File: config.mk
export PLATFORM = sky130hd
export DESIGN_NAME = bootrom_loader
export DESIGN_NICKNAME = d
export VERILOG_FILES = /design/src/rtl/bootrom_loader_pkg.sv /design/src/rtl/bootrom_loader_pack.sv /design/src/rtl/bootrom_loader.sv
export VERILOG_INCLUDE_DIRS = /design/src /design/src/rtl
export SDC_FILE = /design/constraint.sdc
export NUM_CORES = 1
export LEC_CHECK = 0
export BUFFER_PORTS_ARGS = -buffer_cell sky130_fd_sc_hd__buf_4
export CAP_MARGIN = 20
export CORE_AREA = 2 2 121 123
export DETAILED_ROUTE_END_ITERATION = 12
export DIE_AREA = 0 0 123 125
export PLACE_DENSITY = 0.71
export SLEW_MARGIN = 20
export SYNTH_ARGS = -nofsm -noshare
export SYNTH_HDL_FRONTEND = slang
export SYNTH_SLANG_ARGS = --single-unit
File: constraint.sdc
create_clock -name clk -period 3.2 [get_ports clk]
set_clock_uncertainty 0.1 [all_clocks]
set_input_delay 0.32 -clock clk [delete_from_list [all_inputs] [get_ports clk]]
set_output_delay 0.32 -clock clk [all_outputs]
set_load 0.02 [all_outputs]
File: src/rtl/defines.sv
`ifndef BOOTROM_LOADER_DEFINES_SV
`define BOOTROM_LOADER_DEFINES_SV

// Instruction bus range, used as [`InstBus]
`define InstBus 31:0

// Boot loader framing: length field bytes and bytes per instruction word
`define BootLdLenBytes  4
`define BootLdWordBytes 4

`endif

File: src/rtl/bootrom_loader_pkg.sv
// Shared constants and helpers for the boot ROM loader.
// Pure declarations, no logic, no latency.
// No flow control of its own.
`include "defines.sv"

package bootrom_loader_pkg;

   localparam int LEN_BYTES  = `BootLdLenBytes;
   localparam int WORD_BYTES = `BootLdWordBytes;

   typedef logic [7:0] byte_t;

   // Bits needed to represent value (value=15 -> 4, value=65535 -> 16)
   function automatic int clogb2(input int value);
      int v;
      int r;
      v = value;
      r = 0;
      while (v > 0) begin
         v = v >> 1;
         r = r + 1;
      end
      if (r == 0) r = 1;
      return r;
   endfunction

   // Running checksum is a plain byte sum, wrapping mod 256
   function automatic byte_t csum_add(input byte_t acc, input byte_t b);
      return acc + b;
   endfunction

endpackage

File: src/rtl/bootrom_loader_pack.sv
// Little-endian byte-to-word packer shared by the length and data fields.
// word_vld/word_dat are combinational in the cycle the 4th byte is accepted.
// No backpressure: in_vld must only pulse on an accepted byte.
`include "defines.sv"

module bootrom_loader_pack
   import bootrom_loader_pkg::*;
(
   input  logic            clk,
   input  logic            rst_n,
   input  logic            clear,
   input  logic            in_vld,
   input  logic [7:0]      in_dat,
   output logic            word_vld,
   output logic [`InstBus] word_dat
);

   logic [1:0]  cnt;
   logic [23:0] sh;

   // Completed word = current byte on top of the three earlier bytes
   assign word_vld = in_vld && (cnt == 2'(WORD_BYTES - 1));
   assign word_dat = {in_dat, sh};

   // Shift each accepted byte in from the top so the first byte ends at bits 7:0
   always_ff @(posedge clk or negedge rst_n) begin
      if (!rst_n) begin
         cnt <= 2'd0;
         sh  <= 24'd0;
      end else if (clear) begin
         cnt <= 2'd0;
         sh  <= 24'd0;
      end else if (in_vld) begin
         cnt <= cnt + 2'd1;
         sh  <= {in_dat, sh[23:8]};
      end
   end

endmodule

File: src/rtl/bootrom_loader.sv
// Boot ROM writer: length word, data words, checksum byte from a byte stream.
// 4 cycles per word accepted plus 1 write cycle; wen/waddr/wdata registered.
// rx_ready decoded from state only; rx_valid gaps simply stall, nothing times out.
`include "defines.sv"

module bootrom_loader
   import bootrom_loader_pkg::*;
#(
   parameter int RAM_DEPTH = 65536,
   localparam int AW = clogb2(RAM_DEPTH - 1)
)(
   input  logic            clk,
   input  logic            rst_n,
   input  logic            start,
   input  logic [7:0]      rx_data,
   input  logic            rx_valid,
   output logic            rx_ready,
   output logic            wen,
   output logic [AW-1:0]   waddr,
   output logic [`InstBus] wdata,
   output logic            busy,
   output logic            hold,
   output logic            done,
   output logic            err
);

   localparam logic [2:0] IDLE  = 3'd0;
   localparam logic [2:0] LEN   = 3'd1;
   localparam logic [2:0] DATA  = 3'd2;
   localparam logic [2:0] WRITE = 3'd3;
   localparam logic [2:0] CHK   = 3'd4;
   localparam logic [2:0] DONE  = 3'd5;

   localparam logic [31:0] DEPTH32 = 32'(RAM_DEPTH);

   logic [2:0]      state;
   logic [31:0]     nwords;
   byte_t           csum;
   logic            acc;
   logic            start_ok;
   logic            pk_vld;
   logic [`InstBus] pk_word;

   assign rx_ready = (state == LEN) || (state == DATA) || (state == CHK);
   assign acc      = rx_valid && rx_ready;
   assign start_ok = start && ((state == IDLE) || (state == DONE));
   assign hold     = busy;

   bootrom_loader_pack u_pack (
      .clk      (clk),
      .rst_n    (rst_n),
      .clear    (start_ok),
      .in_vld   (acc && (state != CHK)),
      .in_dat   (rx_data),
      .word_vld (pk_vld),
      .word_dat (pk_word)
   );

   // Load sequencer: framing, write strobes, address/word counting and status
   always_ff @(posedge clk or negedge rst_n) begin
      if (!rst_n) begin
         state  <= IDLE;
         wen    <= 1'b0;
         waddr  <= '0;
         wdata  <= '0;
         busy   <= 1'b0;
         done   <= 1'b0;
         err    <= 1'b0;
         nwords <= 32'd0;
         csum   <= 8'd0;
      end else begin
         wen <= 1'b0;
         case (state)
            IDLE, DONE: begin
               if (start) begin
                  state <= LEN;
                  done  <= 1'b0;
                  err   <= 1'b0;
                  waddr <= '0;
                  csum  <= 8'd0;
                  busy  <= 1'b1;
               end
            end
            LEN: begin
               if (pk_vld) begin
                  nwords <= pk_word;
                  if (pk_word == 32'd0) begin
                     state <= CHK;
                  end else if (pk_word > DEPTH32) begin
                     // Oversize: abort without consuming a checksum byte
                     err   <= 1'b1;
                     done  <= 1'b1;
                     busy  <= 1'b0;
                     state <= DONE;
                  end else begin
                     state <= DATA;
                  end
               end
            end
            DATA: begin
               if (acc) csum <= csum_add(csum, rx_data);
               if (pk_vld) begin
                  wdata <= pk_word;
                  wen   <= 1'b1;
                  state <= WRITE;
               end
            end
            WRITE: begin
               // Address wraps mod 2^AW; the wrapped value is never written
               waddr  <= waddr + 1'b1;
               nwords <= nwords - 32'd1;
               state  <= (nwords == 32'd1) ? CHK : DATA;
            end
            CHK: begin
               if (acc) begin
                  err   <= (rx_data != csum);
                  done  <= 1'b1;
                  busy  <= 1'b0;
                  state <= DONE;
               end
            end
            default: state <= IDLE;
         endcase
      end
   end

endmodule

==> impl_metrics.xml, run 1 <==
<?xml version="1.0" encoding="UTF-8"?>
<metrics>
  <group name="cells_and_area">
    <metric name="drive_above_1_share" unit="">0.257</metric>
    <metric name="leading_cell_type_in_the_layout_fill_and_taps_excluded" unit="">sky130_fd_sc_hd__dfrtp_1</metric>
    <metric name="layout_common_cells" unit="">sky130_fd_sc_hd__dfrtp_1, sky130_fd_sc_hd__buf_4, sky130_fd_sc_hd__nand2_1</metric>
    <metric name="instances_no_fill" unit="">790</metric>
    <metric name="net_count_of_the_finished_layout" unit="">618</metric>
    <metric name="antenna_cells_inserted" unit="">0</metric>
    <metric name="flow.area_growth_from_synthesis" unit="%">22.3</metric>
  </group>
  <group name="min_path">
    <metric name="hold_start" unit="">rx_data[0]</metric>
    <metric name="hold_path_depth" unit="">2</metric>
    <metric name="hp-class" unit="">primary input to flip-flop</metric>
    <metric name="holdPathEnd" unit="">u_pack.sh[16]$_DFFE_PN0P_</metric>
  </group>
  <group name="logic_synthesis">
    <metric name="synth.lib_cells_used.distinct" unit="">62</metric>
    <metric name="postSynthAreaPerCell" unit="um^2">10.9</metric>
    <metric name="synth-xor-area-share" unit="">0.0152</metric>
    <metric name="edff_count_synth" unit="">0</metric>
    <metric name="synth_nets" unit="">552</metric>
    <metric name="post_synth_inst_count" unit="">528</metric>
    <metric name="synth-compound-area-share" unit="">0.177</metric>
    <metric name="ys.flop_type" unit="">sky130_fd_sc_hd__dfrtp_1</metric>
    <metric name="simple_gate_portion_of_the_synthesized_area" unit="">0.153</metric>
    <metric name="post_synth_fa_ha_maj_area_fraction" unit="">0.0273</metric>
    <metric name="main_combinational_cell_family_by_area_after_synthesis" unit="">compound AO/OA/AOI/OAI gates</metric>
    <metric name="syn_area" unit="mm^2">0.00576</metric>
    <metric name="asyncSetResetFlopFracSynth" unit="">1.00</metric>
    <metric name="muxShareOfSynthArea" unit="">0.0768</metric>
    <metric name="synth_seq_cells" unit="">121</metric>
    <metric name="yosysWarnings" unit="">0</metric>
    <metric name="ys_seq_area_frac" unit="">0.525</metric>
  </group>
  <group name="pwr">
    <metric name="power.switching_fraction" unit="">0.339</metric>
    <metric name="vdd_ir_drop_max" unit="uV">386</metric>
    <metric name="share_comb_of_total_power" unit="">0.224</metric>
    <metric name="post-layout-total-power" unit="uW">5530</metric>
    <metric name="power.sequential.fraction" unit="">0.433</metric>
    <metric name="p_sw" unit="uW">1870</metric>
    <metric name="intPower" unit="uW">3660</metric>
    <metric name="share_clk_of_total_power" unit="">0.342</metric>
    <metric name="p_per_area" unit="mW/mm^2">784</metric>
    <metric name="static-leakage-power" unit="uW">0.00326</metric>
  </group>
  <group name="flow_run">
    <metric name="maxCapViolations" unit="">0</metric>
  </group>
  <group name="global_routing">
    <metric name="largest_net_degree_at_the_start_of_global_routing" unit="">69</metric>
    <metric name="overflow" unit="">0</metric>
    <metric name="first_global_vias" unit="">4681</metric>
    <metric name="grt_pass1_wl" unit="um">24400</metric>
    <metric name="number_of_antenna_violations_at_the_first_check_in_global_routing" unit="">0</metric>
    <metric name="grt_util_all_layers" unit="">0.202</metric>
  </group>
  <group name="cts">
    <metric name="clock_latency_reported_for_the_late_side_of_the_worst_skew_pair" unit="ns">0.42</metric>
    <metric name="cts.reportedPaths.clkPinSlew" unit="ns">0.06</metric>
    <metric name="post_cts.resized_instances" unit="">0</metric>
    <metric name="cts_buffer_depth" unit="">2</metric>
    <metric name="cts-buffers-inserted" unit="">17</metric>
    <metric name="postCtsSetupRepairBufs" unit="">0</metric>
    <metric name="cts_tree" unit="">yes</metric>
    <metric name="ctsRootBufferMaster" unit="">sky130_fd_sc_hd__clkbuf_16</metric>
    <metric name="clock_sink_count" unit="">121</metric>
    <metric name="htree_num_levels" unit="">4</metric>
  </group>
  <group name="routing">
    <metric name="drt-total-wl" unit="um">14800</metric>
    <metric name="wire_per_inst" unit="um">18.7</metric>
    <metric name="drt-initial-drc-count" unit="">391</metric>
    <metric name="detail_route.drc_violations" unit="">0</metric>
    <metric name="drt-pass1-iter-count" unit="">5</metric>
    <metric name="vias_per_cell" unit="">5.88</metric>
    <metric name="drt.antenna.violating_nets" unit="">0</metric>
    <metric name="num_vias" unit="">4647</metric>
  </group>
  <group name="worst_setup_path">
    <metric name="timing.critical_path.cells" unit="">nand3b_1 &gt; nand3b_1 &gt; or3_1 &gt; o311a_2 &gt; a221o_1</metric>
    <metric name="rr_worst_depth" unit="">5</metric>
    <metric name="critical-path-top-delay-family" unit="">simple AND/OR/NAND/NOR gates</metric>
    <metric name="r2r_setup_slack" unit="ns">0.55</metric>
    <metric name="worst_flop_to_flop_path_startpoint" unit="">state[1]$_DFFE_PN0P_</metric>
    <metric name="cp_data_required_time" unit="ns">3.40</metric>
    <metric name="reg2reg_to" unit="">nwords[21]$_DFFE_PN0P_</metric>
    <metric name="cpMostUsedCell" unit="">sky130_fd_sc_hd__nand3b_1</metric>
    <metric name="crit_buf_inv" unit="">0</metric>
    <metric name="crit_path_start_kind" unit="">flip-flop</metric>
    <metric name="cp_slowest_stage_delay" unit="ns">0.66</metric>
    <metric name="cp.arrival" unit="ns">2.86</metric>
    <metric name="slowest_stage" unit="">sky130_fd_sc_hd__dfrtp_1</metric>
    <metric name="critical_path.endpoint_type" unit="">flip-flop</metric>
    <metric name="timing_worst_setup_path_type" unit="">flip-flop to flip-flop</metric>
    <metric name="critical_path_depth" unit="">5</metric>
    <metric name="worstPathMaxFanout" unit="">18</metric>
  </group>
  <group name="floorplanning">
    <metric name="die_y" unit="um">125</metric>
    <metric name="design.die.area" unit="mm^2">0.0154</metric>
    <metric name="num_rows" unit="">44</metric>
    <metric name="design.portCount" unit="">66</metric>
    <metric name="die-width" unit="um">123</metric>
    <metric name="start_util" unit="">0.406</metric>
    <metric name="fp.coreArea" unit="mm^2">0.0142</metric>
  </group>
  <group name="sta">
    <metric name="period_share" unit="">0.830</metric>
    <metric name="final_hold_viol_count" unit="">0</metric>
    <metric name="setup_viol_count_final" unit="">0</metric>
    <metric name="min_period" unit="ns">2.65</metric>
    <metric name="rsz_0062_raised_after_global_routing" unit="">false</metric>
    <metric name="tns" unit="ns">0</metric>
    <metric name="timing_max_transition_violations_final" unit="">0</metric>
    <metric name="achievable-frequency" unit="GHz">0.377</metric>
    <metric name="tightest_slew" unit="ns">0.933</metric>
    <metric name="worst_slew_margin_rel" unit="">0.378</metric>
  </group>
  <group name="placed_design">
    <metric name="place_inst" unit="">758</metric>
    <metric name="dp_hpwl" unit="um">9820</metric>
    <metric name="gp_routability_congestion" unit="">0.818</metric>
    <metric name="port_buffers" unit="">65</metric>
  </group>
  <group name="outcome">
    <metric name="status" unit="">finished, final reports clean</metric>
  </group>
</metrics>
==> routing by layer <==
layer	part of all wire	wire [um]	up-vias	GRT usage
met5	0	0	-	0
met4	0.014	204	0	0.0702
met3	0.048	709	15	0.0461
met2	0.49	7290	138	0.324
met1	0.45	6590	2353	0.270
li1	-	-	2141	-
==> how the worst max path moves through the flow <==
stage | start | end | slack [ns]
2_1_floorplan | nwords[20]$_DFFE_PN0P_ | nwords[31]$_DFFE_PN0P_ | 0.82
3_3_place_gp | state[1]$_DFFE_PN0P_ | nwords[23]$_DFFE_PN0P_ | 0.68
3_5_place_dp | state[1]$_DFFE_PN0P_ | nwords[21]$_DFFE_PN0P_ | 0.60
4_1_cts | state[1]$_DFFE_PN0P_ | nwords[21]$_DFFE_PN0P_ | 0.55
5_1_grt | state[1]$_DFFE_PN0P_ | nwords[25]$_DFFE_PN0P_ | 0.41
6_report | state[1]$_DFFE_PN0P_ | nwords[21]$_DFFE_PN0P_ | 0.55
==> through the flow <==
stage,setup slack [ns],instance area (um^2),utilization,hold slack [ns]
final,0.545,7050,0.496,0.0992
after global routing,0.408,7050,0.496,0.0933
after CTS,0.552,7050,0.496,0.0935
after detailed placement,0.596,6450,0.454,0.379
after global placement,0.682,6450,0.454,0.366
after floorplan,0.824,5760,-,-0.0756
==> repair_timing <==
action | CTS | global route
endpoints found under the setup margin | 0 | 0
hold endpoints to repair | 66 | 0
hold buffers | 1 | 0
==> registers in the layout, indices dropped and copies added, names as in the netlist <==
| register | count |
|---|---|
| err | 1 |
| u_pack.sh | 24 |
| wen | 1 |
| wdata | 32 |
| csum | 8 |
| nwords | 32 |
| u_pack.cnt | 2 |
| done | 1 |
| state | 3 |
| busy | 1 |
| waddr | 16 |
==> cells by family (layout without fill, tap and decap cells) <==
group,after synthesis,after routing
AOI/OAI and AO/OA,138,138
xor gates and xnor gates,10,10
adders and majority gates,12,12
buffers and inverters,35,113
DFF,121,121
muxes,40,40
and+or+nand+nor,172,172
==> synthesized netlist by cell type (3+ instances only) <==
library cell | number | area [um^2]
sky130_fd_sc_hd__and2_1 | 4 | 25.0
sky130_fd_sc_hd__a22o_1 | 31 | 272
sky130_fd_sc_hd__o21ai_0 | 21 | 105
sky130_fd_sc_hd__o311ai_0 | 11 | 96.3
sky130_fd_sc_hd__a21oi_1 | 19 | 95.1
sky130_fd_sc_hd__a221o_1 | 6 | 60.1
sky130_fd_sc_hd__o31ai_1 | 6 | 45.0
sky130_fd_sc_hd__or3_1 | 5 | 31.3
sky130_fd_sc_hd__nor3_1 | 12 | 60.1
sky130_fd_sc_hd__inv_1 | 7 | 26.3
sky130_fd_sc_hd__nand3_1 | 15 | 75.1
sky130_fd_sc_hd__buf_2 | 3 | 15.0
sky130_fd_sc_hd__clkbuf_1 | 21 | 78.8
sky130_fd_sc_hd__mux2_2 | 34 | 383
sky130_fd_sc_hd__xnor2_1 | 8 | 70.1
sky130_fd_sc_hd__mux2i_1 | 6 | 60.1
sky130_fd_sc_hd__nor4_1 | 14 | 87.6
sky130_fd_sc_hd__o211ai_1 | 18 | 135
sky130_fd_sc_hd__nand2_1 | 51 | 191
sky130_fd_sc_hd__nand2b_1 | 3 | 18.8
sky130_fd_sc_hd__ha_1 | 11 | 138
sky130_fd_sc_hd__o22ai_1 | 4 | 25.0
sky130_fd_sc_hd__nand4_1 | 7 | 43.8
sky130_fd_sc_hd__nor2_1 | 33 | 124
sky130_fd_sc_hd__dfrtp_1 | 121 | 3030
sky130_fd_sc_hd__and3_1 | 8 | 50.1
sky130_fd_sc_hd__a31oi_1 | 3 | 18.8
==> power by group through the flow <==
stage,clock network (uW),registers [uW],logic [uW]
after global routing,2000,2450,1370
after floorplan,0,2230,926
final,1890,2400,1240
after detailed placement,0,2400,1230
after global placement,0,2380,1180
after CTS,1920,2380,1250
==> cell type report <==
type	count	area, um^2
fillers	1307	7150
flip-flops and latches	121	3030
multi-input cells	372	2600
repair buffers	75	578
clock buffers	20	467
well taps	184	230
clock inverters	11	120
inverters	7	26.3
Note: power is estimated with default switching activity, not from simulation.
==> run 2: changes to the inputs <==
PLACE_DENSITY = 0.74   (was 0.71)
clock period = 2.3 ns   (was 3.2 ns; I/O delays follow)
==> impl_metrics.xml, run 2 (synthesized netlist as in run 1, its figures left out) <==
<?xml version="1.0" encoding="UTF-8"?>
<metrics>
  <group name="floorplanning">
    <metric name="die-width" unit="um">123</metric>
    <metric name="design.portCount" unit="">66</metric>
    <metric name="num_rows" unit="">44</metric>
    <metric name="design.die.area" unit="mm^2">0.0154</metric>
    <metric name="fp.coreArea" unit="mm^2">0.0142</metric>
    <metric name="start_util" unit="">0.406</metric>
    <metric name="die_y" unit="um">125</metric>
  </group>
  <group name="global_routing">
    <metric name="grt_util_all_layers" unit="">0.206</metric>
    <metric name="largest_net_degree_at_the_start_of_global_routing" unit="">50</metric>
    <metric name="global_route.peak_usage_layer" unit="">met2</metric>
    <metric name="gr-usage-met2" unit="">0.321</metric>
    <metric name="first_global_vias" unit="">4912</metric>
    <metric name="grt_pass1_wl" unit="um">24900</metric>
    <metric name="grt_util_met3" unit="">0.0438</metric>
    <metric name="number_of_antenna_violations_at_the_first_check_in_global_routing" unit="">0</metric>
    <metric name="overflow" unit="">0</metric>
    <metric name="met1_usage" unit="">0.280</metric>
  </group>
  <group name="sta">
    <metric name="postLayoutSetupSlackWorst" unit="ns">-0.0902</metric>
    <metric name="min_period" unit="ns">2.39</metric>
    <metric name="tightest_slew" unit="ns">0.702</metric>
    <metric name="setup_viol_count_final" unit="">2</metric>
    <metric name="timing_max_transition_violations_final" unit="">0</metric>
    <metric name="final_hold_viol_count" unit="">0</metric>
    <metric name="achievable-frequency" unit="GHz">0.418</metric>
    <metric name="period_share" unit="">1.04</metric>
    <metric name="worst_slew_margin_rel" unit="">0.528</metric>
    <metric name="tns" unit="ns">-0.0916</metric>
    <metric name="rsz_0062_raised_after_global_routing" unit="">true</metric>
  </group>
  <group name="routing">
    <metric name="drt.antenna.violating_nets" unit="">0</metric>
    <metric name="drt-pass1-iter-count" unit="">5</metric>
    <metric name="wire_per_inst" unit="um">18.5</metric>
    <metric name="detail_route.drc_violations" unit="">0</metric>
    <metric name="vias_per_cell" unit="">5.90</metric>
    <metric name="drt-total-wl" unit="um">15400</metric>
    <metric name="drt-initial-drc-count" unit="">374</metric>
    <metric name="num_vias" unit="">4911</metric>
  </group>
  <group name="placed_design">
    <metric name="placement.setup.worst_slack" unit="ns">-0.156</metric>
    <metric name="place_inst" unit="">792</metric>
    <metric name="gp_routability_congestion" unit="">0.885</metric>
    <metric name="port_buffers" unit="">65</metric>
    <metric name="detailed_place.area" unit="mm^2">0.00674</metric>
    <metric name="dp_hpwl" unit="um">10100</metric>
  </group>
  <group name="worst_setup_path">
    <metric name="cp.arrival" unit="ns">2.58</metric>
    <metric name="cp_data_required_time" unit="ns">2.49</metric>
    <metric name="cp_slowest_stage_delay" unit="ns">0.55</metric>
    <metric name="rr_worst_depth" unit="">7</metric>
    <metric name="crit_start" unit="">nwords[12]$_DFFE_PN0P_</metric>
    <metric name="timing.critical_path.cells" unit="">or4_4 &gt; nor3_4 &gt; buf_4 &gt; and3_4 &gt; nand2_8 &gt; o311ai_0 &gt; nand2_1</metric>
    <metric name="timing_worst_setup_path_type" unit="">flip-flop to flip-flop</metric>
    <metric name="slowest_stage" unit="">sky130_fd_sc_hd__or4_4</metric>
    <metric name="worst_flop_to_flop_path_startpoint" unit="">nwords[12]$_DFFE_PN0P_</metric>
    <metric name="r2r_setup_slack" unit="ns">-0.09</metric>
    <metric name="crit_path_start_kind" unit="">flip-flop</metric>
    <metric name="worstPathMaxFanout" unit="">8</metric>
    <metric name="critical_path.endpoint_type" unit="">flip-flop</metric>
  </group>
  <group name="cts">
    <metric name="clock_latency_reported_for_the_late_side_of_the_worst_skew_pair" unit="ns">0.42</metric>
    <metric name="cts_tree" unit="">yes</metric>
    <metric name="ctsRootBufferMaster" unit="">sky130_fd_sc_hd__clkbuf_16</metric>
    <metric name="cts-buffers-inserted" unit="">17</metric>
    <metric name="clock_sink_count" unit="">121</metric>
    <metric name="htree_num_levels" unit="">4</metric>
    <metric name="cts.reportedPaths.clkPinSlew" unit="ns">0.06</metric>
    <metric name="cts_buffer_depth" unit="">2</metric>
  </group>
  <group name="cells_and_area">
    <metric name="final_area" unit="mm^2">0.00759</metric>
    <metric name="finalCoreUtilization" unit="">0.534</metric>
    <metric name="net_count_of_the_finished_layout" unit="">659</metric>
    <metric name="flow.area_growth_from_synthesis" unit="%">31.7</metric>
    <metric name="layout_common_cells" unit="">sky130_fd_sc_hd__dfrtp_1, sky130_fd_sc_hd__buf_4, sky130_fd_sc_hd__nand2_1</metric>
    <metric name="instances_no_fill" unit="">832</metric>
    <metric name="antenna_cells_inserted" unit="">0</metric>
    <metric name="drive_above_1_share" unit="">0.327</metric>
    <metric name="filler_cell_count" unit="">1202</metric>
    <metric name="leading_cell_type_in_the_layout_fill_and_taps_excluded" unit="">sky130_fd_sc_hd__dfrtp_1</metric>
    <metric name="layout_top_registers" unit="">nwords (32), wdata (32), u_pack.sh (24)</metric>
  </group>
  <group name="min_path">
    <metric name="hp-class" unit="">primary input to flip-flop</metric>
    <metric name="hold_path_depth" unit="">2</metric>
    <metric name="hold_start" unit="">rx_data[1]</metric>
  </group>
  <group name="outcome">
    <metric name="status" unit="">finished with violations</metric>
    <metric name="failed_checks" unit="">negative setup slack</metric>
  </group>
  <group name="pwr">
    <metric name="static-leakage-power" unit="uW">0.00353</metric>
    <metric name="p_per_area" unit="mW/mm^2">1120</metric>
    <metric name="vdd_ir_drop_max" unit="uV">578</metric>
  </group>
  <group name="flow_run">
    <metric name="maxCapViolations" unit="">0</metric>
  </group>
</metrics>
-- run 2: changes by cell type in the layout (fill, tap and decap cells not counted), moves of 3 or more --
cell	before	now
sky130_fd_sc_hd__buf_4	73	109
sky130_fd_sc_hd__buf_6	0	3
sky130_fd_sc_hd__bufinv_16	2	5
sky130_fd_sc_hd__clkinv_4	0	3
sky130_fd_sc_hd__o311ai_0	11	8
sky130_fd_sc_hd__or3_1	5	2
sky130_fd_sc_hd__or3_4	0	3
-- run 2: final cells by class --
class	count	area [um^2]	area share
sequential	121	3030	0.399
multi-input combinational	372	2730	0.359
timing repair buffer	116	922	0.121
clock buffer	18	439	0.0579
tap	184	230	0.0303
clock inverter	14	219	0.0288
inverter	7	26.3	0.00346
-- run 2: what timing repair did --
item,4_1_cts,5_1_grt
gates resized for setup,8,19
pin swaps,1,10
buffers inserted,0,7
setup endpoints to repair,8,16
hold buffers,1,0
endpoints found under the hold margin,32,0
-- run 2: metal layers --
metal  share of wire  vias to the layer above
met3           0.057                       29
met2            0.49                      188
li1                -                     2223
met5               0                        -
met4           0.022                        0
met1            0.43                     2471
-- run 2: stage by stage --
step	power, uW	hold slack, ns
after floorplan	4400	-0.166
after global placement	5190	0.143
after detailed placement	5290	0.143
after CTS	8340	0.000815
after global routing	8940	0.00942
final	8520	0.0110
-- run 2: where the power goes --
part	leakage (uW)	total (uW)	switching (uW)	internal (uW)
Sequential	0.00160	3260	621	2640
Combinational	0.00161	2300	1200	1100
Clock	0.000317	2960	1000	1960
Total	0.00353	8520	2820	5700
-- run 2: critical path: cells and delay by family (launching register included) --
family,cells,cell delay [ns]
buffers and inverters,1,0.15
DFF,1,0.40
AOI/OAI and AO/OA,1,0.42
and+or+nand+nor,5,1.19
-- run 2: worst paths after layout --
kind,endpoint
max,nwords[26]$_DFFE_PN0P_
min reg2reg,waddr[15]$_DFFE_PN0P_
max reg2reg,nwords[26]$_DFFE_PN0P_
min in group asynchronous,waddr[6]$_DFFE_PN0P_
max in group asynchronous,u_pack.sh[19]$_DFFE_PN0P_
min,nwords[25]$_DFFE_PN0P_
==> run 3: changes to the inputs <==
PLACE_DENSITY = 0.62   (was 0.74)
==> impl_metrics.xml, run 3 (synthesized netlist as in run 1, its figures left out) <==
<?xml version="1.0" encoding="UTF-8"?>
<metrics>
  <group name="outcome">
    <metric name="status" unit="">finished, final reports clean</metric>
  </group>
  <group name="pwr">
    <metric name="share_comb_of_total_power" unit="">0.277</metric>
    <metric name="intPower" unit="uW">5480</metric>
    <metric name="static-leakage-power" unit="uW">0.00355</metric>
    <metric name="share_clk_of_total_power" unit="">0.324</metric>
    <metric name="vdd_ir_drop_max" unit="uV">563</metric>
    <metric name="p_per_area" unit="mW/mm^2">1090</metric>
    <metric name="power.sequential.fraction" unit="">0.399</metric>
    <metric name="p_sw" unit="uW">2730</metric>
    <metric name="power.switching_fraction" unit="">0.333</metric>
  </group>
  <group name="placed_design">
    <metric name="detailed_place.area" unit="mm^2">0.00675</metric>
    <metric name="gp_routability_congestion" unit="">0.832</metric>
    <metric name="dp_hpwl" unit="um">10300</metric>
    <metric name="port_buffers" unit="">65</metric>
  </group>
  <group name="cts">
    <metric name="cts_buffer_depth" unit="">2</metric>
    <metric name="htree_num_levels" unit="">4</metric>
    <metric name="cts.reportedPaths.clkPinSlew" unit="ns">0.05</metric>
    <metric name="ctsRootBufferMaster" unit="">sky130_fd_sc_hd__clkbuf_16</metric>
    <metric name="cts-buffers-inserted" unit="">17</metric>
    <metric name="clock_sink_count" unit="">121</metric>
    <metric name="cts_tree" unit="">yes</metric>
    <metric name="clock_latency_reported_for_the_late_side_of_the_worst_skew_pair" unit="ns">0.41</metric>
  </group>
  <group name="worst_setup_path">
    <metric name="cp.arrival" unit="ns">2.47</metric>
    <metric name="crit_path_start_kind" unit="">flip-flop</metric>
    <metric name="cp_data_required_time" unit="ns">2.49</metric>
    <metric name="worstPathMaxFanout" unit="">4</metric>
    <metric name="critical_path.endpoint_type" unit="">flip-flop</metric>
    <metric name="timing_worst_setup_path_type" unit="">flip-flop to flip-flop</metric>
  </group>
  <group name="floorplanning">
    <metric name="die-width" unit="um">123</metric>
    <metric name="num_rows" unit="">44</metric>
    <metric name="fp.coreArea" unit="mm^2">0.0142</metric>
    <metric name="die_y" unit="um">125</metric>
    <metric name="design.die.area" unit="mm^2">0.0154</metric>
    <metric name="start_util" unit="">0.406</metric>
    <metric name="design.portCount" unit="">66</metric>
  </group>
  <group name="cells_and_area">
    <metric name="final_area" unit="mm^2">0.00755</metric>
    <metric name="flow.area_growth_from_synthesis" unit="%">31.0</metric>
    <metric name="layout_top_registers" unit="">nwords (32), wdata (32), u_pack.sh (24)</metric>
    <metric name="drive_above_1_share" unit="">0.326</metric>
    <metric name="layout_common_cells" unit="">sky130_fd_sc_hd__dfrtp_1, sky130_fd_sc_hd__buf_4, sky130_fd_sc_hd__nand2_1</metric>
    <metric name="finalCoreUtilization" unit="">0.532</metric>
    <metric name="leading_cell_type_in_the_layout_fill_and_taps_excluded" unit="">sky130_fd_sc_hd__dfrtp_1</metric>
    <metric name="net_count_of_the_finished_layout" unit="">662</metric>
    <metric name="antenna_cells_inserted" unit="">0</metric>
  </group>
  <group name="routing">
    <metric name="drt.antenna.violating_nets" unit="">0</metric>
    <metric name="wire_per_inst" unit="um">18.6</metric>
    <metric name="drt-pass1-iter-count" unit="">5</metric>
    <metric name="vias_per_cell" unit="">5.77</metric>
    <metric name="num_vias" unit="">4816</metric>
    <metric name="drt-total-wl" unit="um">15500</metric>
    <metric name="drt-initial-drc-count" unit="">224</metric>
    <metric name="detail_route.drc_violations" unit="">0</metric>
  </group>
  <group name="sta">
    <metric name="tightest_slew" unit="ns">0.686</metric>
    <metric name="timing_max_transition_violations_final" unit="">0</metric>
    <metric name="min_period" unit="ns">2.28</metric>
    <metric name="rsz_0062_raised_after_global_routing" unit="">true</metric>
    <metric name="achievable-frequency" unit="GHz">0.439</metric>
    <metric name="worst_slew_margin_rel" unit="">0.539</metric>
    <metric name="final_hold_viol_count" unit="">0</metric>
    <metric name="period_share" unit="">0.991</metric>
    <metric name="setup_viol_count_final" unit="">0</metric>
  </group>
  <group name="global_routing">
    <metric name="overflow" unit="">0</metric>
    <metric name="largest_net_degree_at_the_start_of_global_routing" unit="">37</metric>
    <metric name="grt_pass1_wl" unit="um">25000</metric>
    <metric name="grt_util_all_layers" unit="">0.211</metric>
    <metric name="number_of_antenna_violations_at_the_first_check_in_global_routing" unit="">0</metric>
    <metric name="first_global_vias" unit="">4777</metric>
  </group>
  <group name="min_path">
    <metric name="hp-class" unit="">primary input to flip-flop</metric>
  </group>
  <group name="flow_run">
    <metric name="maxCapViolations" unit="">0</metric>
  </group>
</metrics>
-- run 3: routing by layer --
| metal | up-vias | global-route usage | routed length [um] |
|---|---|---|---|
| met3 | 20 | 0.0433 | 662 |
| li1 | 2223 | - | - |
| met1 | 2425 | 0.279 | 6790 |
| met4 | 0 | 0.0869 | 337 |
| met2 | 148 | 0.336 | 7750 |
| met5 | - | 0 | 0 |
-- run 3: worst paths after layout --
check	endpoint	slack [ns]	depth (start not counted)	start
max	nwords[31]$_DFFE_PN0P_	0.02	6	nwords[20]$_DFFE_PN0P_
min	nwords[25]$_DFFE_PN0P_	0.03	2	rx_data[1]
max reg2reg	nwords[31]$_DFFE_PN0P_	0.02	6	nwords[20]$_DFFE_PN0P_
min reg2reg	waddr[15]$_DFFE_PN0P_	0.39	1	waddr[15]$_DFFE_PN0P_
max in group asynchronous	wdata[3]$_DFFE_PN0P_	1.12	3	rst_n
min in group asynchronous	wdata[19]$_DFFE_PN0P_	0.24	2	rst_n
-- run 3: critical path, stage by stage, from the launching register on --
cell	delay, ns
sky130_fd_sc_hd__dfrtp_1	0.38
sky130_fd_sc_hd__or3_4	0.41
sky130_fd_sc_hd__nor3_4	0.18
sky130_fd_sc_hd__nand2b_1	0.09
sky130_fd_sc_hd__or4_4	0.44
sky130_fd_sc_hd__o311a_1	0.30
sky130_fd_sc_hd__a221o_1	0.26
-- run 3: power groups by stage --
stage / Clock, uW / Combinational, uW / Sequential, uW
floorplan: 0 / 1290 / 3110
global placement: 0 / 2030 / 3230
detailed placement: 0 / 2090 / 3250
CTS: 2700 / 2140 / 3230
global route: 2810 / 2490 / 3330
finish: 2660 / 2280 / 3280
-- run 3: metrics by stage --
step	std cells	setup WS, ns	hold slack [ns]	power (uW)	setup TNS, ns
final	834	0.0200	0.0277	8220	0
after global routing	834	-0.0438	0.0154	8630	-0.174
after CTS	831	0.00241	0.00395	8070	0
after detailed placement	794	-0.0924	0.141	5340	-0.328
after global placement	794	-0.0174	0.129	5260	-0.0187
after floorplan	528	-0.0110	-0.166	4400	-0.0167
-- run 3: layout make-up --
cell class / count / area (um^2)
timing repair buffer: 119 / 953
sequential: 121 / 3030
clock buffer: 22 / 464
fill: 1264 / 6650
multi-input combinational: 372 / 2730
tap: 184 / 230
clock inverter: 9 / 123
inverter: 7 / 26.3
-- run 3: repair_timing --
item	CTS	global route
hold buffers	3	0
endpoints found under the hold margin	37	0
endpoints found under the setup margin	6	24
setup buffers	3	3
resized for setup	7	25
pin swaps	3	15
